### config.mk
export PLATFORM = sky130hd
export DESIGN_NAME = sdram_mem_arbiter_flat
export DESIGN_NICKNAME = d
export VERILOG_FILES = /design/src/rtl/sdram_mem_arbiter_if.sv /design/src/rtl/sdram_mem_arbiter.sv /design/src/flat_wrapper.sv
export SDC_FILE = /design/constraint.sdc
export NUM_CORES = 1
export LEC_CHECK = 0
export ABC_AREA = 1
export BUFFER_PORTS_ARGS = -buffer_cell sky130_fd_sc_hd__buf_2
export CAP_MARGIN = 20
export CORE_MARGIN = 3
export CORE_UTILIZATION = 32
export CTS_CLUSTER_SIZE = 8
export DETAILED_ROUTE_END_ITERATION = 8
export PLACE_DENSITY = 0.6
export SLEW_MARGIN = 5
export SYNTH_ARGS = -nofsm -noshare
export SYNTH_HDL_FRONTEND = slang
export SYNTH_SLANG_ARGS = --single-unit
export TNS_END_PERCENT = 50
### constraint.sdc
create_clock -name clk_clk -period 2.32 [get_ports clk_clk]
set_clock_uncertainty 0.15 [all_clocks]
set_input_delay 0.348 -clock clk_clk [delete_from_list [all_inputs] [get_ports clk_clk]]
set_output_delay 0.348 -clock clk_clk [all_outputs]
set_load 0.01 [all_outputs]
### src/rtl/sdram_mem_arbiter_if.sv
// rtl/sdram_mem_arbiter_if.sv - IF/DM request ports and Avalon-MM command bus of the SDRAM arbiter
//
// Purpose: bundles the fetch port (if_*), the data port (dm_*) and the
// single-beat Avalon-MM master command/response signals (avm_*).
// Modports:
//   slave  - arbiter view: takes if_*/dm_* requests, drives their ready and
//            read-data returns, drives avm_* commands, takes bridge responses.
//   master - environment view (CPU ports plus bridge slave), the mirror image.
interface sdram_mem_arbiter_if #(
  parameter int ADDR_W = 27,
  parameter int DATA_W = 32
);
  // Fetch port (read only)
  logic                  if_req;
  logic [ADDR_W-1:0]     if_addr;
  logic                  if_ready;
  logic [DATA_W-1:0]     if_rdata;
  logic                  if_rvalid;
  // Data port (read/write)
  logic                  dm_req;
  logic                  dm_we;
  logic [ADDR_W-1:0]     dm_addr;
  logic [DATA_W-1:0]     dm_wdata;
  logic [DATA_W/8-1:0]   dm_be;
  logic                  dm_ready;
  logic [DATA_W-1:0]     dm_rdata;
  logic                  dm_rvalid;
  // Avalon-MM master towards the bridge slave
  logic [ADDR_W-1:0]     avm_address;
  logic                  avm_read;
  logic                  avm_write;
  logic [DATA_W-1:0]     avm_writedata;
  logic [DATA_W/8-1:0]   avm_byteenable;
  logic                  avm_burstcount;
  logic                  avm_debugaccess;
  logic                  avm_waitrequest;
  logic [DATA_W-1:0]     avm_readdata;
  logic                  avm_readdatavalid;

  modport slave (
    input  if_req, if_addr,
    output if_ready, if_rdata, if_rvalid,
    input  dm_req, dm_we, dm_addr, dm_wdata, dm_be,
    output dm_ready, dm_rdata, dm_rvalid,
    output avm_address, avm_read, avm_write, avm_writedata, avm_byteenable,
    output avm_burstcount, avm_debugaccess,
    input  avm_waitrequest, avm_readdata, avm_readdatavalid
  );

  modport master (
    output if_req, if_addr,
    input  if_ready, if_rdata, if_rvalid,
    output dm_req, dm_we, dm_addr, dm_wdata, dm_be,
    input  dm_ready, dm_rdata, dm_rvalid,
    input  avm_address, avm_read, avm_write, avm_writedata, avm_byteenable,
    input  avm_burstcount, avm_debugaccess,
    output avm_waitrequest, avm_readdata, avm_readdatavalid
  );
endinterface

### src/rtl/sdram_mem_arbiter.sv
// rtl/sdram_mem_arbiter.sv - round-robin IF/DM arbiter issuing single-beat Avalon-MM commands
//
// Purpose: grants fetch and data requests round-robin into a one-entry
// Avalon-MM command slot and routes in-order read responses back to the
// issuing port through a tag FIFO of MAX_PENDING entries.
// Ports:
//   clk_clk          system clock
//   reset_reset_n    asynchronous active-low reset
//   bus (slave)      if_* fetch port, dm_* data port, avm_* bridge master
//   err_unexpected   sticky: readdatavalid seen with no read outstanding
module sdram_mem_arbiter #(
  parameter int ADDR_W      = 27,
  parameter int DATA_W      = 32,
  parameter int MAX_PENDING = 4
) (
  input  logic               clk_clk,
  input  logic               reset_reset_n,
  sdram_mem_arbiter_if.slave bus,
  output logic               err_unexpected
);

  localparam int BE_W  = DATA_W / 8;
  localparam int PTR_W = $clog2(MAX_PENDING);
  localparam int CNT_W = PTR_W + 1;
  localparam logic TAG_IF = 1'b0;
  localparam logic TAG_DM = 1'b1;

  typedef enum logic {
    S_IDLE = 1'b0,
    S_BUSY = 1'b1
  } slot_state_t;

  slot_state_t          r_state;
  slot_state_t          w_state_next;

  logic [ADDR_W-1:0]    r_address;
  logic                 r_read;
  logic                 r_write;
  logic [DATA_W-1:0]    r_writedata;
  logic [BE_W-1:0]      r_byteenable;
  logic                 r_last_grant;

  logic [MAX_PENDING-1:0] r_tags;
  logic [PTR_W-1:0]     r_wptr;
  logic [PTR_W-1:0]     r_rptr;
  logic [CNT_W-1:0]     r_count;

  logic [DATA_W-1:0]    r_if_rdata;
  logic [DATA_W-1:0]    r_dm_rdata;
  logic                 r_if_rvalid;
  logic                 r_dm_rvalid;
  logic                 r_err;

  logic                 w_slot_free;
  logic                 w_pop;
  logic                 w_push;
  logic                 w_count_ok;
  logic                 w_if_elig;
  logic                 w_dm_elig;
  logic                 w_grant_if;
  logic                 w_grant_dm;
  logic                 w_grant;
  logic                 w_head_tag;

  always_comb begin
    w_state_next = r_state;
    // The slot can take a new command when empty or when the held command
    // is being accepted by the bridge this very cycle.
    w_slot_free  = (r_state == S_IDLE) || !bus.avm_waitrequest;
    w_pop        = bus.avm_readdatavalid && (r_count != '0);
    w_head_tag   = r_tags[r_rptr];
    // A pop in the same cycle frees a tag entry for a read being granted.
    w_count_ok   = (r_count < CNT_W'(MAX_PENDING)) || w_pop;
    w_if_elig    = bus.if_req && w_slot_free && w_count_ok;
    w_dm_elig    = bus.dm_req && w_slot_free && (bus.dm_we || w_count_ok);
    // On contention the port that did not win last time gets the slot.
    w_grant_dm   = w_dm_elig && (!w_if_elig || (r_last_grant == TAG_IF));
    w_grant_if   = w_if_elig && !w_grant_dm;
    w_grant      = w_grant_if || w_grant_dm;
    w_push       = w_grant_if || (w_grant_dm && !bus.dm_we);

    if (w_grant) begin
      w_state_next = S_BUSY;
    end else if (w_slot_free) begin
      w_state_next = S_IDLE;
    end
  end

  always_ff @(posedge clk_clk or negedge reset_reset_n) begin
    if (!reset_reset_n) begin
      r_state <= S_IDLE;
    end else begin
      r_state <= w_state_next;
    end
  end

  // Command slot fields hold while the bridge asserts waitrequest.
  always_ff @(posedge clk_clk or negedge reset_reset_n) begin
    if (!reset_reset_n) begin
      r_address    <= '0;
      r_read       <= 1'b0;
      r_write      <= 1'b0;
      r_writedata  <= '0;
      r_byteenable <= '0;
      r_last_grant <= TAG_IF;
    end else if (w_grant) begin
      r_read       <= w_grant_if || !bus.dm_we;
      r_write      <= w_grant_dm && bus.dm_we;
      r_address    <= w_grant_dm ? bus.dm_addr : bus.if_addr;
      r_writedata  <= w_grant_dm ? bus.dm_wdata : '0;
      r_byteenable <= w_grant_dm ? bus.dm_be : '1;
      r_last_grant <= w_grant_dm ? TAG_DM : TAG_IF;
    end else if (w_slot_free) begin
      r_read  <= 1'b0;
      r_write <= 1'b0;
    end
  end

  // Tag FIFO: one bit per outstanding read naming the port it returns to.
  always_ff @(posedge clk_clk or negedge reset_reset_n) begin
    if (!reset_reset_n) begin
      r_tags  <= '0;
      r_wptr  <= '0;
      r_rptr  <= '0;
      r_count <= '0;
    end else begin
      if (w_push) begin
        r_tags[r_wptr] <= w_grant_dm ? TAG_DM : TAG_IF;
        r_wptr         <= r_wptr + PTR_W'(1);
      end
      if (w_pop) begin
        r_rptr <= r_rptr + PTR_W'(1);
      end
      case ({w_push, w_pop})
        2'b10:   r_count <= r_count + CNT_W'(1);
        2'b01:   r_count <= r_count - CNT_W'(1);
        default: r_count <= r_count;
      endcase
    end
  end

  // Response routing; the port not addressed keeps its last read data.
  always_ff @(posedge clk_clk or negedge reset_reset_n) begin
    if (!reset_reset_n) begin
      r_if_rdata  <= '0;
      r_dm_rdata  <= '0;
      r_if_rvalid <= 1'b0;
      r_dm_rvalid <= 1'b0;
      r_err       <= 1'b0;
    end else begin
      r_if_rvalid <= w_pop && (w_head_tag == TAG_IF);
      r_dm_rvalid <= w_pop && (w_head_tag == TAG_DM);
      if (w_pop && (w_head_tag == TAG_IF)) begin
        r_if_rdata <= bus.avm_readdata;
      end
      if (w_pop && (w_head_tag == TAG_DM)) begin
        r_dm_rdata <= bus.avm_readdata;
      end
      if (bus.avm_readdatavalid && (r_count == '0)) begin
        r_err <= 1'b1;
      end
    end
  end

  assign bus.if_ready        = w_grant_if;
  assign bus.dm_ready        = w_grant_dm;
  assign bus.if_rdata        = r_if_rdata;
  assign bus.if_rvalid       = r_if_rvalid;
  assign bus.dm_rdata        = r_dm_rdata;
  assign bus.dm_rvalid       = r_dm_rvalid;
  assign bus.avm_address     = r_address;
  assign bus.avm_read        = r_read;
  assign bus.avm_write       = r_write;
  assign bus.avm_writedata   = r_writedata;
  assign bus.avm_byteenable  = r_byteenable;
  assign bus.avm_burstcount  = 1'b1;
  assign bus.avm_debugaccess = 1'b0;
  assign err_unexpected      = r_err;

endmodule

### src/flat_wrapper.sv
// flat-port wrapper written by rule: the top's interface ports become plain ports
module sdram_mem_arbiter_flat 
#(
  parameter int ADDR_W      = 27,
  parameter int DATA_W      = 32,
  parameter int MAX_PENDING = 4
)
  (clk_clk, reset_reset_n, err_unexpected, bus_if_req, bus_if_addr, bus_if_ready, bus_if_rdata, bus_if_rvalid, bus_dm_req, bus_dm_we, bus_dm_addr, bus_dm_wdata, bus_dm_be, bus_dm_ready, bus_dm_rdata, bus_dm_rvalid, bus_avm_address, bus_avm_read, bus_avm_write, bus_avm_writedata, bus_avm_byteenable, bus_avm_burstcount, bus_avm_debugaccess, bus_avm_waitrequest, bus_avm_readdata, bus_avm_readdatavalid);
  sdram_mem_arbiter_if #(.ADDR_W(ADDR_W), .DATA_W(DATA_W)) bus_i ();
  input  logic clk_clk;
  input  logic reset_reset_n;
  output logic err_unexpected;
  input wire logic [$bits(bus_i.if_req)-1:0] bus_if_req;
  input wire logic [$bits(bus_i.if_addr)-1:0] bus_if_addr;
  output wire logic [$bits(bus_i.if_ready)-1:0] bus_if_ready;
  output wire logic [$bits(bus_i.if_rdata)-1:0] bus_if_rdata;
  output wire logic [$bits(bus_i.if_rvalid)-1:0] bus_if_rvalid;
  input wire logic [$bits(bus_i.dm_req)-1:0] bus_dm_req;
  input wire logic [$bits(bus_i.dm_we)-1:0] bus_dm_we;
  input wire logic [$bits(bus_i.dm_addr)-1:0] bus_dm_addr;
  input wire logic [$bits(bus_i.dm_wdata)-1:0] bus_dm_wdata;
  input wire logic [$bits(bus_i.dm_be)-1:0] bus_dm_be;
  output wire logic [$bits(bus_i.dm_ready)-1:0] bus_dm_ready;
  output wire logic [$bits(bus_i.dm_rdata)-1:0] bus_dm_rdata;
  output wire logic [$bits(bus_i.dm_rvalid)-1:0] bus_dm_rvalid;
  output wire logic [$bits(bus_i.avm_address)-1:0] bus_avm_address;
  output wire logic [$bits(bus_i.avm_read)-1:0] bus_avm_read;
  output wire logic [$bits(bus_i.avm_write)-1:0] bus_avm_write;
  output wire logic [$bits(bus_i.avm_writedata)-1:0] bus_avm_writedata;
  output wire logic [$bits(bus_i.avm_byteenable)-1:0] bus_avm_byteenable;
  output wire logic [$bits(bus_i.avm_burstcount)-1:0] bus_avm_burstcount;
  output wire logic [$bits(bus_i.avm_debugaccess)-1:0] bus_avm_debugaccess;
  input wire logic [$bits(bus_i.avm_waitrequest)-1:0] bus_avm_waitrequest;
  input wire logic [$bits(bus_i.avm_readdata)-1:0] bus_avm_readdata;
  input wire logic [$bits(bus_i.avm_readdatavalid)-1:0] bus_avm_readdatavalid;
  assign bus_i.if_req = bus_if_req;
  assign bus_i.if_addr = bus_if_addr;
  assign bus_if_ready = bus_i.if_ready;
  assign bus_if_rdata = bus_i.if_rdata;
  assign bus_if_rvalid = bus_i.if_rvalid;
  assign bus_i.dm_req = bus_dm_req;
  assign bus_i.dm_we = bus_dm_we;
  assign bus_i.dm_addr = bus_dm_addr;
  assign bus_i.dm_wdata = bus_dm_wdata;
  assign bus_i.dm_be = bus_dm_be;
  assign bus_dm_ready = bus_i.dm_ready;
  assign bus_dm_rdata = bus_i.dm_rdata;
  assign bus_dm_rvalid = bus_i.dm_rvalid;
  assign bus_avm_address = bus_i.avm_address;
  assign bus_avm_read = bus_i.avm_read;
  assign bus_avm_write = bus_i.avm_write;
  assign bus_avm_writedata = bus_i.avm_writedata;
  assign bus_avm_byteenable = bus_i.avm_byteenable;
  assign bus_avm_burstcount = bus_i.avm_burstcount;
  assign bus_avm_debugaccess = bus_i.avm_debugaccess;
  assign bus_i.avm_waitrequest = bus_avm_waitrequest;
  assign bus_i.avm_readdata = bus_avm_readdata;
  assign bus_i.avm_readdatavalid = bus_avm_readdatavalid;
  sdram_mem_arbiter #(.ADDR_W(ADDR_W), .DATA_W(DATA_W), .MAX_PENDING(MAX_PENDING)) u_core (.clk_clk(clk_clk), .reset_reset_n(reset_reset_n), .bus(bus_i), .err_unexpected(err_unexpected));
endmodule
==> flow_summary.ini <==
[run_status]
status = finished, final reports clean

[worst_setup_path]
critPathMaxStageDelay_ns = 0.56
reg2reg_from = u_core.r_state$_DFFE_PN0P_
reg2reg_depth = 9
crit_arrival_ns = 2.38
worstSetupPathType = flip-flop to flip-flop
setup.worst_path.start_class = flip-flop
ff2ff_setup_slack_ns = 0.1
cp-end-kind = flip-flop
critPathSlowestCell = dlygate4sd3_1
cp.required_ns = 2.48
r2r_end = u_core.bus.avm_address[0]$_DFFE_PN0P_
critical_path_buf_inv_count = 4
worstPathCellList = nand2_2, nand3_1, nand2_2, buf_6, inv_2, buf_4, nand2_1, nand3_1, dlygate4sd3_1
cp_max_fo = 18
crit_family = buffers and inverters

[logic_synthesis]
ys_warn_count = 0
synthArstFlopShare = 1.00
synthFlopType = dfrtp_1
syn_nets = 779
synth_cells = 644
syn_area_um2 = 6140
synth_edf_count = 0
synth-seq-area-share = 0.591
synth_area_per_cell_um2 = 9.54
synth_cell_types = 29
synth-seq-cells = 145

[route]
drt-pass1-iter-count = 4
met2WireLength_um = 8630
wl_met1_um = 7530
met3_length_um = 1790
drt-total-wl_um = 18300
top_layer = met4
vias = 5512
route.detailed.drc = 0
ant_nets = 0
wl_per_cell_um = 14.9
viasPerCell = 4.48
drt-initial-drc-count = 202

[timing]
timing.fmax_mhz = 450
hold_viol_final = 0
whs_ns = 0.0193
fin_setup_tns_ns = 0
rsz0062_at_grt = false
fin_crit_ns = 2.22
final.period_utilization = 0.959
slew_violations = 0
finalSetupViolCount = 0

[clock_network]
path_clk_slew_ns = 0.06
clockBufferDepth = 2
clk_latency_ns = 0.42
numCtsBuffers = 17
cts_max_level = 4
clock_tree.root_cell = clkbuf_16
cts_tree = yes
clock_sinks = 145

[cells_and_area]
fill_cells = 1789
drive_gt1_frac = 0.377
area.growth.synth_to_final_pct = 47.6
fin_area_um2 = 9070
diodes = 0
layout.nets = 1117
seqCellArea_um2 = 3630
multi_input_area_um2 = 2050

[pwr]
power_frac_seq = 0.368
p_clk_frac = 0.256
intPower_mw = 6.99
leakage_nw = 4.93
p_total_mw = 11.1
p_sw_mw = 4.13
switching_share = 0.372
power.density_nw_per_um2 = 1230
ir_worst_vdd_mv = 0.497
p_comb_frac = 0.376

[global_route]
grt_pass1_vias = 5491
antenna_found_initial = 0
grt_first_pass_wirelength_um = 28000
grt_max_degree = 66
globalRouteTotalUtil = 0.171
grt-ovfl-total = 0

[worst_hold_path]
min_path_type = input port to flip-flop
hold_end = u_core.bus.avm_address[24]$_DFFE_PN0P_
holdPathStages = 3
worstHoldStart = bus_if_addr[24]

[place]
place_area_um2 = 7670
globalplace.congestion = 0.743
hpwl_um = 11900
portBuffers = 262

[floorplan]
die-height_um = 145
initial_core_util = 0.327
pin_count = 265
die_area_um2 = 20900
core_area_um2 = 18800
core.rowCount = 50
fp.dieW_um = 145

[flow_run]
maxCapViolCount = 0
==> cells in the final DEF (no fill, tap or decap), types with 6 or more instances in the layout <==
cell type,n
buf_2,261
nand2_1,240
dfrtp_1,145
dlygate4sd3_1,70
nand3_1,64
inv_1,49
o21ai_2,43
clkbuf_16,17
o21ai_1,12
o21ai_0,12
buf_4,12
buf_12,6
==> metrics by stage <==
stage	util	setup WS, ns	cells
after global routing	0.483	0.0264	1229
after detailed placement	0.409	0.132	1122
after global placement	0.409	0.148	1122
after CTS	0.479	0.0157	1224
final	0.483	0.0953	1229
after floorplan	-	0.111	644
==> sequential cells by signal (all words and copies together), names as in the netlist <==
register                   cells
u_core.bus.avm_address        27
u_core.bus.dm_rdata           32
u_core.r_last_grant            1
u_core.bus.avm_byteenable      4
u_core.r_tags                  4
u_core.r_state                 1
u_core.r_wptr                  2
u_core.bus.if_rdata           32
u_core.bus.if_rvalid           1
u_core.bus.dm_rvalid           1
u_core.err_unexpected          1
u_core.r_rptr                  2
u_core.bus.avm_write           1
u_core.r_count                 3
u_core.bus.avm_writedata      32
u_core.bus.avm_read            1
==> logic make-up (layout without fill, tap and decap cells) <==
kind of cell,count (synthesis),after routing,share of synthesized area
fa+ha+maj,6,6,0.0134
compound gates,74,74,0.0898
xor+xnor,4,4,0.00570
simple gates,324,324,0.221
other cells,2,2,0.00122
buf+inv,89,440,0.0780
flops,145,145,0.591
==> worst reg2reg max path, cell delays in order (launching register included) <==
cell,delay [ns]
dfrtp_1,0.40
nand2_2,0.13
nand3_1,0.13
nand2_2,0.10
buf_6,0.19
inv_2,0.08
buf_4,0.21
nand2_1,0.09
nand3_1,0.08
dlygate4sd3_1,0.56
==> power groups by stage <==
stage,registers (mW),logic [mW],clock network (mW)
floorplan,4.54,2.08,0
CTS,4.09,4.15,2.94
finish,4.10,4.18,2.85
detailed placement,4.11,4.01,0
global route,4.23,4.70,3.06
global placement,4.11,3.94,0
==> repair_timing <==
| item | 4_1_cts | 5_1_grt |
|---|---|---|
| resized for setup | 2 | 7 |
| buffers inserted | 0 | 4 |
| setup endpoints to repair | 2 | 9 |
| hold buffers | 70 | 0 |
| gates cloned | 0 | 1 |
| endpoints found under the hold margin | 102 | 0 |
==> cell type report <==
class                      count  area share
timing repair inverter         1    0.000966
clock inverter                13      0.0195
sequential                   145       0.400
timing repair buffer         352       0.249
tap                          234      0.0323
multi-input combinational    410       0.227
inverter                      55      0.0241
clock buffer                  19      0.0477
==> cell usage after synthesis, drive strengths merged (3+ instances only) <==
library cell	n	share of area
o22ai	4	0.0041
buf	32	0.043
nor2	4	0.0037
nand2	246	0.15
nand4	5	0.0061
inv	55	0.034
ha	5	0.010
dfrtp	145	0.59
nand3b	3	0.0037
xor2	3	0.0043
nand3	66	0.055
o21ai	67	0.081
==> worst max-delay path by stage <==
stage / cells past startpoint / endpoint / slack (ns) / startpoint
after floorplan: 11 / u_core.r_count[2]$_DFFE_PN0P_ / 0.11 / u_core.r_state$_DFFE_PN0P_
after global placement: 12 / u_core.r_count[2]$_DFFE_PN0P_ / 0.15 / bus_avm_waitrequest
after detailed placement: 12 / u_core.r_count[2]$_DFFE_PN0P_ / 0.13 / bus_avm_waitrequest
after CTS: 8 / bus_if_ready / 0.02 / u_core.r_state$_DFFE_PN0P_
after global routing: 9 / u_core.bus.avm_address[0]$_DFFE_PN0P_ / 0.03 / u_core.r_state$_DFFE_PN0P_
final: 9 / u_core.bus.avm_address[0]$_DFFE_PN0P_ / 0.1 / u_core.r_state$_DFFE_PN0P_
==> routing by layer <==
metal,up-vias,track usage
met5,-,0
met4,0,0.0638
met3,27,0.0714
met2,245,0.281
met1,2532,0.202
li1,2708,-
Note: power is estimated with default switching activity, not from simulation.
